### src/rtl/frame_sequencer.sv
// Frame sequencer: streams one image frame from pixel memory into a datapath
// in raster order, collects the datapath results into result memory, and
// reports completion, result overflow and drain timeout.
module frame_sequencer #(
  parameter int IMG_WIDTH  = 8,
  parameter int IMG_HEIGHT = 8,
  parameter int OUT_COUNT  = 16,
  parameter int TIMEOUT    = 1024,
  parameter int AW         = $clog2(IMG_WIDTH * IMG_HEIGHT),
  parameter int RW         = $clog2(OUT_COUNT)
) (
  input  logic          clk,
  input  logic          rst_n,
  input  logic          start,
  input  logic          pause,
  output logic          busy,
  output logic          done,
  output logic          err_timeout,
  output logic          err_overflow,
  output logic          mem_rd_en,
  output logic [AW-1:0] mem_rd_addr,
  input  logic [7:0]    mem_rd_data,
  output logic          pix_valid,
  output logic [7:0]    pix_data,
  input  logic          res_valid,
  input  logic [7:0]    res_data,
  output logic          res_wr_en,
  output logic [RW-1:0] res_wr_addr,
  output logic [7:0]    res_wr_data
);

  localparam int NPIX = IMG_WIDTH * IMG_HEIGHT;
  localparam int CW   = $clog2(OUT_COUNT + 1);
  localparam int TW   = $clog2(TIMEOUT + 1);

  typedef enum logic [1:0] {
    S_IDLE,
    S_FEED,
    S_DRAIN,
    S_FIN
  } state_e;

  state_e          state_q;
  logic [AW-1:0]   rd_cnt_q;
  logic [CW-1:0]   out_cnt_q;
  logic [CW-1:0]   out_cnt_d;
  logic [TW-1:0]   to_q;
  logic [TW-1:0]   to_d;
  logic            rd_vld_q;
  logic            busy_q;
  logic            done_q;
  logic            err_timeout_q;
  logic            err_overflow_q;
  logic            mem_rd_en_q;
  logic [AW-1:0]   mem_rd_addr_q;
  logic            pix_valid_q;
  logic [7:0]      pix_data_q;
  logic            res_wr_en_q;
  logic [RW-1:0]   res_wr_addr_q;
  logic [7:0]      res_wr_data_q;

  logic            in_run;
  logic            res_take;
  logic            res_acc;
  logic            last_rd;
  logic            complete;
  logic            timed_out;

  // Result acceptance, completion and timeout decisions for this cycle.
  always_comb begin
    in_run    = (state_q == S_FEED) || (state_q == S_DRAIN);
    res_take  = in_run && res_valid;
    res_acc   = res_take && (out_cnt_q < CW'(OUT_COUNT));
    out_cnt_d = res_acc ? out_cnt_q + CW'(1) : out_cnt_q;
    // The idle counter is preloaded with 1 so that done appears exactly
    // TIMEOUT cycles after the cycle carrying the last result.
    to_d      = res_valid ? TW'(1) : to_q + TW'(1);
    last_rd   = (rd_cnt_q == AW'(NPIX - 1));
    complete  = (out_cnt_d == CW'(OUT_COUNT));
    timed_out = (to_d == TW'(TIMEOUT));
  end

  // Frame FSM, pixel pipeline and result writer with registered outputs.
  always_ff @(posedge clk or negedge rst_n) begin
    if (!rst_n) begin
      state_q        <= S_IDLE;
      rd_cnt_q       <= '0;
      out_cnt_q      <= '0;
      to_q           <= '0;
      rd_vld_q       <= 1'b0;
      busy_q         <= 1'b0;
      done_q         <= 1'b0;
      err_timeout_q  <= 1'b0;
      err_overflow_q <= 1'b0;
      mem_rd_en_q    <= 1'b0;
      mem_rd_addr_q  <= '0;
      pix_valid_q    <= 1'b0;
      pix_data_q     <= '0;
      res_wr_en_q    <= 1'b0;
      res_wr_addr_q  <= '0;
      res_wr_data_q  <= '0;
    end else begin
      mem_rd_en_q <= 1'b0;
      res_wr_en_q <= 1'b0;
      done_q      <= 1'b0;

      // Pixel path runs independently of the FSM so no in-flight pixel is lost.
      rd_vld_q    <= mem_rd_en_q;
      pix_valid_q <= rd_vld_q;
      if (rd_vld_q) begin
        pix_data_q <= mem_rd_data;
      end

      if (res_acc) begin
        res_wr_en_q   <= 1'b1;
        res_wr_addr_q <= out_cnt_q[RW-1:0];
        res_wr_data_q <= res_data;
        out_cnt_q     <= out_cnt_d;
      end else if (res_take) begin
        err_overflow_q <= 1'b1;
      end

      case (state_q)
        S_IDLE: begin
          if (start) begin
            state_q        <= S_FEED;
            busy_q         <= 1'b1;
            rd_cnt_q       <= '0;
            out_cnt_q      <= '0;
            to_q           <= '0;
            err_timeout_q  <= 1'b0;
            err_overflow_q <= 1'b0;
          end
        end
        S_FEED: begin
          if (!pause) begin
            mem_rd_en_q   <= 1'b1;
            mem_rd_addr_q <= rd_cnt_q;
            rd_cnt_q      <= rd_cnt_q + AW'(1);
            if (last_rd) begin
              state_q <= S_DRAIN;
              to_q    <= TW'(1);
            end
          end
        end
        S_DRAIN: begin
          to_q <= to_d;
          if (complete) begin
            state_q <= S_FIN;
            busy_q  <= 1'b0;
            done_q  <= 1'b1;
          end else if (timed_out) begin
            state_q       <= S_FIN;
            busy_q        <= 1'b0;
            done_q        <= 1'b1;
            err_timeout_q <= 1'b1;
          end
        end
        S_FIN: begin
          state_q <= S_IDLE;
        end
        default: begin
          state_q <= S_IDLE;
        end
      endcase
    end
  end

  assign busy         = busy_q;
  assign done         = done_q;
  assign err_timeout  = err_timeout_q;
  assign err_overflow = err_overflow_q;
  assign mem_rd_en    = mem_rd_en_q;
  assign mem_rd_addr  = mem_rd_addr_q;
  assign pix_valid    = pix_valid_q;
  assign pix_data     = pix_data_q;
  assign res_wr_en    = res_wr_en_q;
  assign res_wr_addr  = res_wr_addr_q;
  assign res_wr_data  = res_wr_data_q;

endmodule

### config.mk
export PLATFORM = sky130hd
export DESIGN_NAME = frame_sequencer
export DESIGN_NICKNAME = d
export VERILOG_FILES = /design/src/rtl/frame_sequencer.sv
export SDC_FILE = /design/constraint.sdc
export NUM_CORES = 1
export LEC_CHECK = 0
export ABC_AREA = 1
export CAP_MARGIN = 20
export CORE_MARGIN = 1
export CORE_UTILIZATION = 51
export DETAILED_ROUTE_END_ITERATION = 8
export GPL_TIMING_DRIVEN = 0
export PLACE_DENSITY = 0.87
export SLEW_MARGIN = 5
export SYNTH_ARGS = -nofsm -noshare
export SYNTH_HDL_FRONTEND = slang
export SYNTH_SLANG_ARGS = --single-unit
### constraint.sdc
create_clock -name clk -period 2.2 [get_ports clk]
set_clock_uncertainty 0.05 [all_clocks]
set_input_delay 0.44 -clock clk [delete_from_list [all_inputs] [get_ports clk]]
set_output_delay 0.44 -clock clk [all_outputs]
set_load 0.05 [all_outputs]
==> summary.md, run 1 <==
| Metric | Value |
|---|---|
| Die Height | 75.6 um |
| CP endpoint kind | flip-flop |
| Ys Warns | 0 |
| Internal power consumption | 3.06 mW |
| Combinational share of power | 0.492 |
| Global-route wire length before repair | 9520 um |
| Commonest non-fill, non-tap cells in the layout | nand2_1, dfrtp_1, clkdlybuf4s50_1 |
| CTS Sinks | 58 |
| Vias after detailed routing | 2464 |
| Commonest non-fill, non-tap cell in the layout | nand2_1 |
| Syn_area_per_cell | 8.72 um2 |
| Reg clk slew, reported paths | 0.06 ns |
| Crit-path cells | inv_2 > ha_4 > nand2_4 > nor2_8 > inv_4 > nand2_1 > o21ai_1 > inv_1 > nand3_1 > nor2_2 > inv_2 > nand3_2 > nand2_2 > nand2_1 > nand2_1 |
| Max Cap Viol | 0 |
| Critical Path Most Common Cell | nand2_1 |
| I/O pins | 54 |
| Element type at the critical path start | flip-flop |
| CTS root buf | clkbuf_8 |
| Area contributors post-synth | dfrtp_1, nand2_1, nand3_1 |
| VDD IR max | 771 uV |
| Least-Margin Pin Slew | 0.517 ns |
| Final Power | 5.41 mW |
| Clk Latency, worst-skew pair | 0.34 ns |
| CP max FO | 7 |
| PortBufs | 53 |
| Net count after synthesis | 346 |
| Worst Path Buf+Inv | 4 |
| Final period utilization | 0.951 |
| Hold Slack | 0.333 ns |
| Number of distinct library cells after synthesis | 34 |
| Fmax | 478 MHz |
| Cell family with most CP delay | simple AND/OR/NAND/NOR gates |
| RR Startpoint | state_q[0] |
| Slowest-stage cell, CP | dfrtp_1 |
| Pwr/cell area | 1460 nW/um2 |
| GR Overflow Total | 0 |
| Hpwl dp | 4210 um |
| CTS tree | built |
| Initial antenna violation count | 0 |
| Layout cells sized above 1 | 0.119 |
| Switch share | 0.435 |
| Slowest Stage Delay on Critical Path | 0.41 ns |
| Deepest clock path buffer count | 2 |
| Largest net degree at the start of global routing | 41 |
| Top-area cell type share of the netlist area | 0.525 |
| Post-route ant nets | 0 |
| Outcome | finished clean |
| Starting Density | 0.535 |
| Htree depth | 3 |
| Yosys top cell by area | dfrtp_1 |
| Critical path origin | state_q[0] |
| Total routed wirelength | 6480 um |
| Post-DR wirelength/cell | 13.9 um |
| Cell Rows | 26 |
| Fin. max-slew vios | 0 |
| Remaining DRCs | 0 |
| Net switching power | 2.35 mW |
| Mapped Cells | 317 |
| Drt first-iter violations | 131 |
| Die Width | 75.6 um |
| Core area | 5170 um2 |
| Via/cell ratio | 5.30 |
| Worst Path Required | 2.38 ns |
| Mapped Area | 2770 um2 |
| Die ar. | 5720 um2 |
| Vias in the first global route | 2203 |
| Clock network power share | 0.217 |
| Final setup violation count | 0 |
| Crit Path Category | reg2reg |
| Slew Limit Headroom | 0.654 |
| Final Hold Vio Count | 0 |
| Diode count | 0 |
| Hold path start | rd_vld_q |
| Area delta synth->final | 34.3% |
| Placer Congestion | 0.921 |
| Period minus WS final | 2.09 ns |
| Number of synthesized register bits | 58 |
| Post-synthesis sequential area ratio | 0.525 |
| GRT Util Overall | 0.229 |
| Fin nets | 419 |
| Share of power burned in registers | 0.292 |
| Leakage | 1.70 nW |
| Num CTS Buffers | 9 |
| Min-delay worst type | reg2reg |
| WP data arrival | 2.27 ns |
| DR pass1 iterations | 5 |
==> cells in the mapped netlist (all sizes together) <==
| master | instances |
|---|---|
| o31ai | 3 |
| and3 | 1 |
| buf | 1 |
| nor2 | 31 |
| xnor2 | 2 |
| nand4 | 3 |
| o22ai | 7 |
| dfrtp | 58 |
| o21ai | 22 |
| a21boi | 1 |
| nor4 | 1 |
| ha | 8 |
| o21a | 1 |
| inv | 39 |
| nor3 | 2 |
| nand2 | 85 |
| nor3b | 2 |
| nand3 | 30 |
| mux2 | 8 |
| clkbuf | 3 |
| a21oi | 6 |
| or2 | 2 |
| xor2 | 1 |
==> per-layer routing <==
metal  track usage  routed length [um]  vias to the layer above  part of all wire
met5             0                   0                        -                 0
met4         0.144                 151                        0             0.023
met3        0.0397                 375                       16             0.058
met2         0.376                3160                      103              0.49
met1         0.281                2790                     1159              0.43
li1              -                   -                     1186                 -
==> sequential cells by signal, summed over array words and instances (netlist names), 2 cells and up <==
register,count
res_wr_addr,4
to_q,11
rd_cnt_q,6
pix_data,8
mem_rd_addr,6
res_wr_data,8
state_q,2
out_cnt_q,5
==> path summary, 6_finish.rpt <==
check | depth (start not counted) | end | slack [ns]
worst max-delay path | 15 | state_q[1] | 0.11
worst min-delay path | 0 | pix_valid | 0.33
worst max register to register | 15 | state_q[1] | 0.11
worst min register to register | 0 | pix_valid | 0.33
max in group asynchronous | 3 | err_overflow | 1.02
min in group asynchronous | 2 | pix_data[5] | 0.52
==> stage by stage <==
step	instances	utilization	setup WS (ns)	TNS, ns	instance area [um2]
after global placement	440	0.654	-1.08	-62.60	3380
after floorplan	317	-	0.296	0	2770
after detailed placement	441	0.657	-0.0958	-0.432	3400
after global routing	465	0.718	-0.0243	-0.0368	3710
after CTS	458	0.704	0.00208	0	3640
final	465	0.718	0.108	0	3710
==> final cells by class <==
class                           instances  area, um2
Buffer                                  4       15.0
Clock buffer                           11        131
Clock inverter                          5        103
Fill cell                             340       1460
Inverter                               39        149
Multi-Input combinational cell        217       1180
Sequential cell                        58       1450
Tap cell                               70       87.6
Timing Repair Buffer                   61        601
==> power groups by stage <==
stage                     registers [mW]  logic, mW  clock network [mW]
after floorplan                     2.35      0.935                   0
after CTS                           1.57       2.47                1.18
after global routing                1.62       2.87                1.23
final                               1.58       2.66                1.17
after global placement              1.57       2.39                   0
after detailed placement            1.59       2.45                   0
==> worst reg2reg max path, delay by kind of cell, from the launching register on <==
family                   cells  cell delay, ns
AND/OR/NAND/NOR              9            0.89
flip-flops                   1            0.41
adder cells (fa/ha/maj)      1            0.29
buffers and inverters        4            0.27
AO/OA/AOI/OAI                1            0.07
==> what timing repair did <==
action / CTS / global route
setup endpoints to repair: 0 / 15
setup buffers: 0 / 6
hold buffers: 1 / 0
endpoints found under the hold margin: 7 / 0
resized for setup: 0 / 5
==> cell families (layout without fill, tap and decap cells) <==
| family | after synthesis | after routing | share of synthesized area |
|---|---|---|---|
| and+or+nand+nor | 157 | 158 | 0.256 |
| AOI/OAI and AO/OA | 40 | 40 | 0.0814 |
| buffers and inverters | 43 | 120 | 0.0593 |
| muxes | 8 | 8 | 0.0326 |
| xor gates and xnor gates | 3 | 3 | 0.00950 |
| DFF | 58 | 58 | 0.525 |
| adders and majority gates | 8 | 8 | 0.0362 |
No activity file was read; power rests on OpenSTA's default activity.
==> run 2, diff against run 1 <==
--- a/config.mk
+++ b/config.mk
@@ -8,10 +8,11 @@
 export ABC_AREA = 1
 export CAP_MARGIN = 20
 export CORE_MARGIN = 1
-export CORE_UTILIZATION = 51
+export CORE_UTILIZATION = 52
 export DETAILED_ROUTE_END_ITERATION = 8
+export DONT_BUFFER_PORTS = 1
 export GPL_TIMING_DRIVEN = 0
-export PLACE_DENSITY = 0.87
+export PLACE_DENSITY = 0.75
 export SLEW_MARGIN = 5
 export SYNTH_ARGS = -nofsm -noshare
 export SYNTH_HDL_FRONTEND = slang
==> run 2 against run 1 <==
  * Global-route usage decreased by 2.7 points
  * Sequential power increased by 51%
  * Die area is 1.9% lower
  * Highest routed layer unchanged
==> summary.md, run 2 (same netlist as run 1, synthesis figures left out) <==
| Metric | Value |
|---|---|
| Outcome | finished clean |
| CTS Sinks | 58 |
| I/O pins | 54 |
| Reg-to-reg critical path endpoint | state_q[1] |
| CTS tree | built |
| Worst Path Required | 2.38 ns |
| Via/cell ratio | 5.23 |
| Most used routing layer | met2 |
| Die Width | 74.9 um |
| Reg2reg path depth | 15 |
| Grt met1 use | 0.244 |
| Slowest-stage cell, CP | dfrtp_1 |
| Biggest register | to_q |
| Pwr/cell area | 1490 nW/um2 |
| Initial antenna violation count | 0 |
| Met2 Usage GRT | 0.329 |
| Critical Path Most Common Cell | nand2_1 |
| Post-DR wirelength/cell | 13.3 um |
| Commonest non-fill, non-tap cells in the layout | nand2_1, dfrtp_1, inv_1 |
| Period minus WS final | 2.03 ns |
| Cell Rows | 26 |
| DR pass1 iterations | 7 |
| Fin. max-slew vios | 0 |
| Final period utilization | 0.921 |
| Element type at the critical path start | flip-flop |
| Clk Latency, worst-skew pair | 0.33 ns |
| Commonest non-fill, non-tap cell in the layout | nand2_1 |
| Setup WS post-layout | 0.174 ns |
| R2r setup slk | 0.17 ns |
| Hold path start | res_data[5] |
| Crit-path cells | inv_1 > ha_4 > nand2_4 > nor2_8 > inv_4 > nand2_1 > o21ai_1 > inv_1 > nand3_1 > nor2_2 > inv_2 > nand3_2 > nand2_2 > nand2_1 > nand2_1 |
| Worst Path Buf+Inv | 4 |
| Htree depth | 3 |
| Diode count | 0 |
| PortBufs | 0 |
| Fmax | 494 MHz |
| GRT Util Overall | 0.202 |
| Cell family with most CP delay | simple AND/OR/NAND/NOR gates |
| Crit Path Category | reg2reg |
| GR Overflow Total | 0 |
| Slowest Stage Delay on Critical Path | 0.40 ns |
| Post-Route Setup TNS | 0 ns |
| Placer Congestion | 0.878 |
| Hold Path Stages | 2 |
| Num CTS Buffers | 9 |
| CTS root buf | clkbuf_8 |
| Fin nets | 361 |
| Max Cap Viol | 0 |
| Layout cells sized above 1 | 0.119 |
| Vias in the first global route | 1914 |
| Post-route ant nets | 0 |
| VDD IR max | 568 uV |
| Drt first-iter violations | 134 |
| Area delta synth->final | 13.4% |
| Die Height | 74.9 um |
| RSZ-0062 raised after global routing | false |
| RR Startpoint | state_q[0] |
| Fillers | 423 |
| Starting Density | 0.541 |
| Slew Limit Headroom | 0.661 |
| Deepest clock path buffer count | 2 |
| Global-route wire length before repair | 8310 um |
| Total routed wirelength | 5400 um |
| WP data arrival | 2.20 ns |
| Core area | 5110 um2 |
| Min-delay worst type | in2reg |
| CP endpoint kind | flip-flop |
| Post-Place Worst Slack | 0.0186 ns |
| Remaining DRCs | 0 |
| Final setup violation count | 0 |
| Least-Margin Pin Slew | 0.508 ns |
| Hpwl dp | 3780 um |
| Largest net degree at the start of global routing | 59 |
| Reg clk slew, reported paths | 0.07 ns |
| CP max FO | 9 |
| Final Util | 0.614 |
| Leakage | 1.47 nW |
| Met3 Track Usage GR | 0.0710 |
| Max FFs per register | 11 |
| Die ar. | 5610 um2 |
| Vias after detailed routing | 2129 |
| Final Hold Vio Count | 0 |
| End of the worst hold path | res_wr_data[5] |
[run 2: changes by cell type in the layout (fill, tap and decap cells not counted), moves of 2 or more]
cell and change:
clkdlybuf4s50_1 -52, buf_4 -4, clkbuf_1 -2, inv_1 +2
inv_2 -2
[run 2: how the worst max path moves through the flow]
stage	startpoint	to	slack (ns)	cells after the start
after global routing	state_q[0]	state_q[1]	0.01	15
after detailed placement	state_q[0]	to_q[2]	0.02	10
final	state_q[0]	state_q[1]	0.17	15
after CTS	state_q[0]	state_q[1]	0.03	15
after floorplan	state_q[0]	busy	0.30	15
after global placement	state_q[0]	to_q[2]	0.08	10
[run 2: area by class of cell]
| type | count | area (um2) | share of cell area |
|---|---|---|---|
| buffer | 4 | 15.0 | 0.00479 |
| clock inverter | 7 | 93.8 | 0.0299 |
| sequential | 58 | 1450 | 0.463 |
| inverter | 39 | 149 | 0.0475 |
| multi-input combinational | 216 | 1160 | 0.371 |
| clock buffer | 9 | 124 | 0.0395 |
| timing repair buffer | 4 | 52.6 | 0.0168 |
| tap | 70 | 87.6 | 0.0279 |
[run 2: metal layers]
layer | wire length (um) | vias to the layer above
met2 | 2610 | 58
met4 | 79 | 0
met3 | 379 | 10
met5 | 0 | -
li1 | - | 1060
met1 | 2330 | 1001
[run 2: stage by stage]
| step | instances | instance area (um2) | total power [mW] | hold slack (ns) |
|---|---|---|---|---|
| floorplan | 317 | 2770 | 3.28 | 0.0944 |
| global placement | 387 | 2850 | 3.49 | 0.0954 |
| detailed placement | 387 | 2850 | 3.55 | 0.0959 |
| CTS | 406 | 3120 | 4.69 | 0.161 |
| global route | 407 | 3140 | 4.96 | 0.157 |
| finish | 407 | 3140 | 4.68 | 0.172 |
[run 2: what timing repair did]
item | 4_1_cts | 5_1_grt
gates resized for setup | 0 | 2
hold buffers | 2 | 0
gates cloned | 0 | 0
setup endpoints to repair | 1 | 6
pin swaps | 1 | 1
setup buffers | 1 | 1
hold endpoints to repair | 58 | 0
[run 2: worst register-to-register path, cell delays in order (launching register included)]
cell,delay [ns]
dfrtp_1,0.40
inv_1,0.11
ha_4,0.32
nand2_4,0.08
nor2_8,0.16
inv_4,0.07
nand2_1,0.06
o21ai_1,0.06
inv_1,0.06
nand3_1,0.07
nor2_2,0.14
inv_2,0.05
nand3_2,0.11
nand2_2,0.07
nand2_1,0.06
nand2_1,0.05
[run 2: power by group]
part           internal (mW)  leakage [nW]  switching [mW]
clock network          0.634         0.105           0.430
registers               1.37         0.764            1.01
logic                  0.464         0.606           0.775
total                   2.46          1.47            2.22
==> run 3, diff against run 2 <==
--- a/config.mk
+++ b/config.mk
@@ -8,11 +8,13 @@
 export ABC_AREA = 1
 export CAP_MARGIN = 20
 export CORE_MARGIN = 1
-export CORE_UTILIZATION = 52
+export CORE_UTILIZATION = 60
+export CTS_CLUSTER_DIAMETER = 200
 export DETAILED_ROUTE_END_ITERATION = 8
 export DONT_BUFFER_PORTS = 1
 export GPL_TIMING_DRIVEN = 0
-export PLACE_DENSITY = 0.75
+export MAX_ROUTING_LAYER = met4
+export PLACE_DENSITY = 0.84
 export SLEW_MARGIN = 5
 export SYNTH_ARGS = -nofsm -noshare
 export SYNTH_HDL_FRONTEND = slang
==> run 3 against run 2 <==
  * Flip-flop and latch count stayed put
  * Setup slack worse by 0.061 ns
  * Sequential share of layout area fell by 0.26 points
  * Die area shrank 13%
  * Critical path type unchanged
==> summary.md, run 3 (same netlist as run 1, synthesis figures left out) <==
| Metric | Value |
|---|---|
| Outcome | finished clean |
| Critical Path Most Common Cell | inv_1 |
| Final Util | 0.719 |
| Fin nets | 364 |
| Die Height | 69.9 um |
| Fillers | 306 |
| Via/cell ratio | 5.74 |
| GRT Util Overall | 0.259 |
| Commonest non-fill, non-tap cells in the layout | nand2_1, dfrtp_1, inv_1 |
| Min-delay worst type | in2reg |
| PortBufs | 0 |
| Max Cap Viol | 0 |
| RSZ-0062 raised after global routing | true |
| I/O pins | 54 |
| Clk Latency, worst-skew pair | 0.34 ns |
| Num CTS Buffers | 9 |
| Post-Route Setup TNS | 0 ns |
| CTS root buf | clkbuf_8 |
| Cell Rows | 24 |
| Drt first-iter violations | 183 |
| Fin. max-slew vios | 0 |
| Die Width | 69.9 um |
| GR Overflow Total | 0 |
| Biggest register | to_q |
| CP endpoint kind | flip-flop |
| Vias after detailed routing | 2249 |
| Largest net degree at the start of global routing | 59 |
| DR pass1 iterations | 5 |
| WP data arrival | 2.28 ns |
| Post-route ant nets | 0 |
| Area delta synth->final | 14.0% |
| Remaining DRCs | 0 |
| Fmax | 479 MHz |
| Reg clk slew, reported paths | 0.07 ns |
| Layout cells sized above 1 | 0.129 |
| Commonest non-fill, non-tap cell in the layout | nand2_1 |
| Final Hold Vio Count | 0 |
| Post-DR wirelength/cell | 15.0 um |
| CTS Sinks | 58 |
| Least-Margin Pin Slew | 0.519 ns |
| Crit Path Category | reg2reg |
| Total routed wirelength | 5880 um |
| Core area | 4380 um2 |
| Final setup violation count | 0 |
| Vias in the first global route | 2042 |
| Hold Slack | 0.166 ns |
| Crit-path cells | inv_1 > ha_4 > inv_1 > or2_1 > nand2_1 > a21oi_2 > nand4_1 > nor2_2 > a21oi_1 > nor3_1 |
| Hpwl dp | 3930 um |
| Slowest Stage Delay on Critical Path | 0.39 ns |
| CP max FO | 5 |
| Max FFs per register | 11 |
| Initial antenna violation count | 0 |
| Pwr/cell area | 1560 nW/um2 |
| Worst Path Required | 2.40 ns |
| Global-route wire length before repair | 9430 um |
| Slew Limit Headroom | 0.654 |
| Placer Congestion | 0.889 |
| Die ar. | 4880 um2 |
| Element type at the critical path start | flip-flop |
| VDD IR max | 807 uV |
| Starting Density | 0.631 |
| Slowest-stage cell, CP | dfrtp_1 |
| Deepest clock path buffer count | 2 |
| Period minus WS final | 2.09 ns |
| CTS tree | built |
| Diode count | 0 |
| Final period utilization | 0.949 |
| Leakage | 1.50 nW |
| Htree depth | 3 |
## run 3: final cells by class
class                   instances  area (um2)  share of cell area
multi-input cells             216        1160               0.369
clock buffers                  10         128              0.0405
inverters                      39         149              0.0472
clock inverters                 6         105              0.0333
repair buffers                  7        75.1              0.0238
well taps                      52        65.1              0.0206
plain buffers                   4        15.0             0.00476
flip-flops and latches         58        1450               0.460
## run 3: path summary, 6_finish.rpt
| path | startpoint | endpoint | slack [ns] | cells after the start |
|---|---|---|---|---|
| min in group asynchronous | rst_n | to_q[5] | 0.57 | 2 |
| max in group asynchronous | rst_n | rd_cnt_q[5] | 1.28 | 2 |
| max | state_q[1] | rd_cnt_q[5] | 0.11 | 10 |
| min | res_data[1] | res_wr_data[1] | 0.17 | 2 |
| min reg2reg | rd_vld_q | pix_valid | 0.33 | 0 |
| max reg2reg | state_q[1] | rd_cnt_q[5] | 0.11 | 10 |
## run 3: timing repair
item | CTS | global route
hold buffers | 2 | 0
pin swaps | 0 | 5
setup endpoints to repair | 2 | 14
endpoints found under the hold margin | 58 | 0
setup buffers | 0 | 5
resized for setup | 1 | 3
## run 3: stage by stage
step	power (mW)	instances	worst slack (ns)	area, um2
2_1_floorplan	3.28	317	0.296	2770
3_3_place_gp	3.49	369	0.0993	2830
3_5_place_dp	3.56	369	0.0386	2830
4_1_cts	4.77	387	0.0241	3100
5_1_grt	5.17	392	-0.137	3150
6_report	4.91	392	0.113	3150
## run 3: power by group
part / total, mW / internal (mW) / leakage [nW] / switching, mW
combinational: 1.35 / 0.523 / 0.620 / 0.826
clock: 1.17 / 0.746 / 0.120 / 0.422
sequential: 2.39 / 1.37 / 0.764 / 1.02
total: 4.91 / 2.63 / 1.50 / 2.27
## run 3: critical path: cells and delay by family, from the launching register on
family,cells,cell delay [ns]
AND/OR/NAND/NOR,5,0.88
flip-flops,1,0.39
AO/OA/AOI/OAI,2,0.29
buffers and inverters,2,0.20
adder cells (fa/ha/maj),1,0.17
## run 3: routing by layer
metal | wire length [um] | vias to the layer above | track usage | share of wire
li1 | - | 1065 | - | -
met1 | 2410 | 1068 | 0.317 | 0.41
met2 | 2850 | 95 | 0.395 | 0.48
met3 | 447 | 21 | 0.0736 | 0.076
met4 | 174 | 0 | 0.127 | 0.030
met5 | 0 | - | - | 0
